===== src/rtl/hs_skid_buffer.sv =====
// hs_skid_buffer: two-entry valid/ready skid buffer feeding an enable-gated
// D register stage. in_ready is decoded only from the state flops and flush,
// so chained stages never form a combinational ready loop. The buffer still
// sustains one transfer per cycle.
//
// Optional feature macro: HS_SKID_STALL_CNT_EN
//   When it is defined, stall_cnt is a saturating count of cycles where
//   out_valid && !out_ready. When it is undefined, stall_cnt is tied to 0
//   and no counter flops are built.
module hs_skid_buffer #(
  parameter int WIDTH = 8,
  parameter int CNT_W = 16
) (
  input  logic             clk,
  input  logic             rst_n,
  input  logic             in_valid,
  output logic             in_ready,
  input  logic [WIDTH-1:0] in_data,
  output logic             out_valid,
  input  logic             out_ready,
  output logic [WIDTH-1:0] out_data,
  input  logic             flush,
  output logic [1:0]       occupancy,
  output logic [CNT_W-1:0] stall_cnt
);

  typedef enum logic [1:0] {
    EMPTY = 2'd0,
    ONE   = 2'd1,
    FULL  = 2'd2
  } state_t;

  state_t           state;
  logic [WIDTH-1:0] main_q;
  logic [WIDTH-1:0] skid_q;
  logic             in_fire;
  logic             out_fire;

  // Handshake decode: ready depends only on state flops and flush, never on out_ready
  assign in_ready  = (state != FULL) && !flush;
  assign out_valid = (state != EMPTY);
  assign out_data  = main_q;
  assign in_fire   = in_valid && in_ready;
  assign out_fire  = out_valid && out_ready;

  // Occupancy follows directly from which entries the state says are live
  always_comb begin
    occupancy = 2'd0;
    case (state)
      EMPTY:   occupancy = 2'd0;
      ONE:     occupancy = 2'd1;
      FULL:    occupancy = 2'd2;
      default: occupancy = 2'd0;
    endcase
  end

  // Entry state and data regs; flush overrides every transition, and data regs change only on capture
  always_ff @(posedge clk or negedge rst_n) begin
    if (!rst_n) begin
      state  <= EMPTY;
      main_q <= '0;
      skid_q <= '0;
    end else if (flush) begin
      state  <= EMPTY;
      main_q <= '0;
      skid_q <= '0;
    end else begin
      case (state)
        EMPTY: begin
          if (in_fire) begin
            state  <= ONE;
            main_q <= in_data;
          end
        end
        ONE: begin
          if (in_fire && out_fire) begin
            main_q <= in_data;
          end else if (in_fire) begin
            state  <= FULL;
            skid_q <= in_data;
          end else if (out_fire) begin
            state <= EMPTY;
          end
        end
        FULL: begin
          if (out_fire) begin
            state  <= ONE;
            main_q <= skid_q;
          end
        end
        default: state <= EMPTY;
      endcase
    end
  end

`ifdef HS_SKID_STALL_CNT_EN
  logic [CNT_W-1:0] stall_q;

  // Saturating count of back-pressured cycles, cleared by flush
  always_ff @(posedge clk or negedge rst_n) begin
    if (!rst_n) begin
      stall_q <= '0;
    end else if (flush) begin
      stall_q <= '0;
    end else if (out_valid && !out_ready && (stall_q != {CNT_W{1'b1}})) begin
      stall_q <= stall_q + CNT_W'(1);
    end
  end

  assign stall_cnt = stall_q;
`else
  assign stall_cnt = '0;
`endif

endmodule


===== config.mk =====
export PLATFORM = sky130hd
export DESIGN_NAME = hs_skid_buffer
export DESIGN_NICKNAME = d
export VERILOG_FILES = /design/src/rtl/hs_skid_buffer.sv
export SDC_FILE = /design/constraint.sdc
export NUM_CORES = 1
export LEC_CHECK = 0
export ABC_AREA = 1
export CAP_MARGIN = 15
export CORE_ASPECT_RATIO = 1.2
export CORE_MARGIN = 3
export CORE_UTILIZATION = 44
export DETAILED_ROUTE_END_ITERATION = 10
export PLACE_DENSITY = 0.78
export SETUP_SLACK_MARGIN = 0.4
export SYNTH_ARGS = -nofsm -noshare
export SYNTH_HDL_FRONTEND = slang
export SYNTH_SLANG_ARGS = --single-unit

===== constraint.sdc =====
create_clock -name clk -period 1.5 [get_ports clk]
set_input_delay 0.225 -clock clk [delete_from_list [all_inputs] [get_ports clk]]
set_output_delay 0.225 -clock clk [all_outputs]
set_load 0.05 [all_outputs]

### After elaboration in Yosys (flattened, before gate mapping)

Cells that the tools add are included.

* bits in registers: 18
* output and inout port bits: 28
* bits of input ports: 13
* logic and storage cells: 41

* multiplexer cells: 16
* reductions and logical operators: 13
* eq/ne operators: 9

Operators by type and width (count)
* 8-bit 2-to-1 mux: 7
* 8-bit case mux with 3 select lines: 1
* 2-bit 2-to-1 mux: 6
* 3-bit inequality test, second input constant: 4
* 4-bit AND reduction: 2
* 2-bit case mux with 3 select lines: 1
* 2-bit nonzero test: 3
* 1-bit logical AND: 4
* 2-bit inequality test, second input constant: 2
* 4-bit inequality test, second input constant: 1
* 2-bit case mux with 2 select lines: 1
* 4-bit nonzero test: 1
* 3-bit AND reduction: 1
* 2-bit by 1-bit == test with 1-bit output, second input constant: 1
* 2-bit == test, second input constant: 1
* 2-bit zero test: 1
* 1-bit zero test: 1

### Logic depth before layout (Yosys ltp)

* depth after elaboration: 7
* mapped depth: 7
* mapped depth without buffers: 7

### Least setup slack after synthesis

Ideal clock, no wire load.

* path kind: register -> register
* start: reg state[0]
* end: reg skid_q[0]
* path slack: -0.014 ns
* path buffers: 0
* required time: 1.382 ns
* clock period less this slack: 1.514 ns
* setup time: 0.118 ns
* cell stages (with the launch flop): 7
* data arrival time: 1.396 ns
* cells stage by stage: dfrtp_1 > nor2_4 > nor2_4 > nand4_4 > nand2_4 > nand2_1 > nand2_1

* cells in the longest elaborated chain, start to end: 6
* elaborated cells on any way between the ends: 11
* those cells by class: eq/ne (3); reduce/logical (8)

RTL lines
* start, declared: line 33 `state_t state;`
* start signal, assigned: line 60 `state <= EMPTY;`
* start signal, assigned: line 64 `state <= EMPTY;`
* start signal, assigned: line 71 `state <= ONE;`
* 2-bit inequality test *: line 40 `assign in_ready = (state != FULL) && !flush;`
* 1-bit logical AND *: line 40
* net in_ready: line 17 `output logic in_ready,`
* 1-bit logical AND *: line 43 `assign in_fire = in_valid && in_ready;`
* 1-bit logical AND: line 76 `if (in_fire && out_fire) begin`
* 2-bit inequality test (no line)
* 3-bit AND reduction (no line) *
* end signal, assigned: line 80 `skid_q <= in_data;`
* end, declared: line 35 `logic [WIDTH-1:0] skid_q;`

The timed path passes the listed nets; every way through them passes the cells marked *.
A chain may end at the register's enable or synchronous reset.

### Worst setup path in the final report

* start: reg state[0]
* end: out in_ready

* cells in the longest elaborated chain, start to end: 2

RTL lines (line)
* 2-bit inequality test: 40
* 1-bit logical AND: 40
* end, declared: 17

No other way between the ends.

==> results by group <==
Routing
  – Routed vias: roughly 1,300
  – # DRC: 0
  – Drt pass-1 iters: 4
  – Routed wire length: around 3500 um
  – Final ANT Viol Nets: 0
  – Wire length per cell: between 10 and 15 um
  – Routed vias/inst: a little over 5
  – Number of DRC markers in iteration 0: 54

Logic synthesis
  – Yosys top cell by area: dfrtp_1
  – Top cell type's share of synthesized area: between 30% and 40%
  – Async SR Flop Fraction: between 90% and 100%
  – Most instantiated library cell after synthesis: nand2_1
  – Seq/Total Area, Yosys: about two fifths
  – Post-synth EDFFs: 0
  – Flops & latches, synth: 18
  – Synth unique cells: 20
  – YS warnings: 0
  – Cells after Synth: 153
  – Top cells by count, synth: nand2_1 (62), dfrtp_1 (18), buf_4 (16), a21oi_1 (9), nand3_1 (9)
  – Mapped Avg Cell Area: between 7 and 8 um^2
  – Mapped Area: 0.00117 mm^2
  – Top cells by area, synth: dfrtp_1 (38%), nand2_1 (20%), buf_4 (10%), nand3b_1 (5.1%), a21oi_1 (3.8%)
  – Synth Flop Type: dfrtp_1

STA
  – Fmax: about 680 MHz
  – Final setup margin: 0.0224 ns
  – Hold Vio Cnt, Final: 0
  – # setup viols final: 0
  – Fin crit period: approximately 1.5 ns
  – Max-slew violations: 0
  – RSZ-0062 raised after global routing: true
  – Final Cycle Share: between 90% and 100%
  – Clock Skews: between 0.005 and 0.006 ns
  – Fin Setup TNS: 0 ns

Setup path
  – Reg2reg end: out_data[7]$_DFFE_PN0P_
  – Internal reg-to-reg setup slack: approximately 0.06 ns
  – Max stage delay on crit path: between 0.4 and 0.5 ns
  – Worst R2R Start: state[1]$_DFFE_PN0P_
  – Crit path launch type: flop
  – Worst-path fanout max: 4
  – Worst path slowest cell: dfrtp_2
  – Worst Path Arrival: approximately 1.3 ns
  – CP Capture Type: output port
  – CP cell instances: nor2_4 > nor2_4 > buf_6 > buf_12
  – WP data required: around 1.3 ns
  – Crit-path most repeated cell: nor2_4
  – R2R depth: 7
  – Crit Path Category: reg -> out

Layout
  – Nets: 231
  – Non-filler cells, final: between 200 and 250
  – Ant diodes: 0
  – Fin area: about 0.0019 mm^2
  – Multi-input gate area: just under 700 um^2
  – Area Growth Syn to Fin: 58.4%
  – Register area: 452 um^2
  – Share of cells above drive strength 1: 37.3%
  – Fillers: around 160

Pwr
  – VDD IR max: between 0.7 and 0.8 mV
  – PwrDens: about 970 mW/mm^2
  – Power, Total: 1.80 mW
  – P_leak: 0.977 nW

Floorplan
  – Full die area: about 0.0033 mm^2
  – # rows: 19
  – # IOs: 41
  – Core footprint: roughly 0.0024 mm^2
  – Die width: about 53 um
  – Vert. Die Dim: 62.6 um
  – Starting Density: between 40% and 50%

GRT
  – Largest net degree at the start of global routing: 19
  – Initial antenna violation count: 0
  – Congestion Overflow GR: 0
  – Total Routing Usage GR: between 10% and 20%
  – Vias in the first global route: 1,067
  – First-pass GRT wire length: around 4900 um

Clock network
  – Clk slew on worst S/H paths: 0.10 ns
  – CTS Hold Buffers Added: 0
  – CTS sink count: 18
  – CTS Buf Count: 3
  – CTS tree: yes
  – CTS max path bufs: 2
  – Root buf cell: clkbuf_4
  – Clk Latency, worst-skew pair: roughly 0.3 ns
  – CTS H-tree depth: 1

Min path
  – HP Class: in -> async

Flow run
  – MaxCap Viol Count: 0

Placed design
  – DP Area: 0.00148 mm^2
  – Hpwl dp: just over 2000 um
  – Dpl ws: -0.0932 ns
  – Placed insts: ~220
  – PortBufs: 24
  – GP Congestion: approximately 0.85

Run status
  – Status: finished clean
how the worst max path moves through the flow:
stage	from	to	slack (ns)	depth (start not counted)
2_1_floorplan	state[1]$_DFFE_PN0P_	skid_q[0]$_DFFE_PN0P_	0.004	7
3_3_place_gp	in_valid	out_data[4]$_DFFE_PN0P_	-0.04	6
3_5_place_dp	flush	out_data[6]$_DFFE_PN0P_	-0.09	7
4_1_cts	state[1]$_DFFE_PN0P_	in_ready	0.04	5
5_1_grt	state[0]$_DFFE_PN0P_	in_ready	-0.04	4
6_report	state[0]$_DFFE_PN0P_	in_ready	0.02	4
per-stage QoR:
step	util (%)	hold WS (ns)
2_1_floorplan	-	-0.0706
3_3_place_gp	61.1	0.454
3_5_place_dp	61.1	0.458
4_1_cts	69.6	0.255
5_1_grt	76.7	0.250
6_report	76.7	0.258
metal layers:
metal	share of wire, %	vias up	global-route usage [%]
met1	37	567	24.0
li1	-	592	-
met4	4.7	0	4.79
met5	0	-	0
met3	7.3	22	5.73
met2	51	76	31.7
cells in the final DEF (no fill, tap or decap):
cell type        count
nand2_1             55
buf_4               28
dfrtp_1             17
conb_1              16
buf_6               16
clkdlybuf4s50_1     12
nand3_1              9
a21oi_1              8
nand3b_1             8
nand2_2              7
inv_1                6
nand2_4              5
nor2_4               4
buf_12               4
inv_4                3
clkbuf_4             3
nand4_4              2
nand4_2              2
nor2_1               2
inv_2                1
clkinvlp_4           1
o21bai_4             1
nand4_1              1
a21oi_2              1
o21ai_0              1
o211ai_1             1
clkbuf_8             1
o21bai_2             1
dfrtp_2              1
cell type report:
| type | instances | share of cell area (%) |
|---|---|---|
| multi-input combinational | 124 | 37.1 |
| timing repair buffer | 60 | 31.8 |
| inverter | 11 | 2.83 |
| sequential | 18 | 24.3 |
| clock buffer | 4 | 1.95 |
| tap | 31 | 2.09 |
cell families (layout without fill, tap and decap cells):
family                 count (synthesis)  after routing  share of synthesized area [%]
other                                  1             16                          0.320
flip-flops                            18             18                           38.4
AO/OA/AOI/OAI                         12             13                           6.50
buffers and inverters                 29             75                           14.6
AND/OR/NAND/NOR                       93             95                           40.2
worst max-delay path: cells and delay by family (launching register included):
family                 cells  cell delay [ns]
AND/OR/NAND/NOR            2             0.23
flip-flops                 1             0.47
buffers and inverters      2             0.24
report_power, final:
group          total (mW)  switching (mW)  internal (mW)
Sequential          0.597          0.0491          0.548
Clock               0.304           0.156          0.148
Combinational       0.899           0.539          0.361
flip-flops by register name (all words and copies together), names as in the netlist:
name,count
skid_q,8
out_data,8
state,2
timing repair:
| item | in CTS | in global routing |
|---|---|---|
| setup endpoints to repair | 30 | 30 |
| setup buffers | 9 | 17 |
| pin swaps | 5 | 8 |
| resized for setup | 22 | 12 |
| cloned | 2 | 1 |
(Power assumes the default switching activity.)
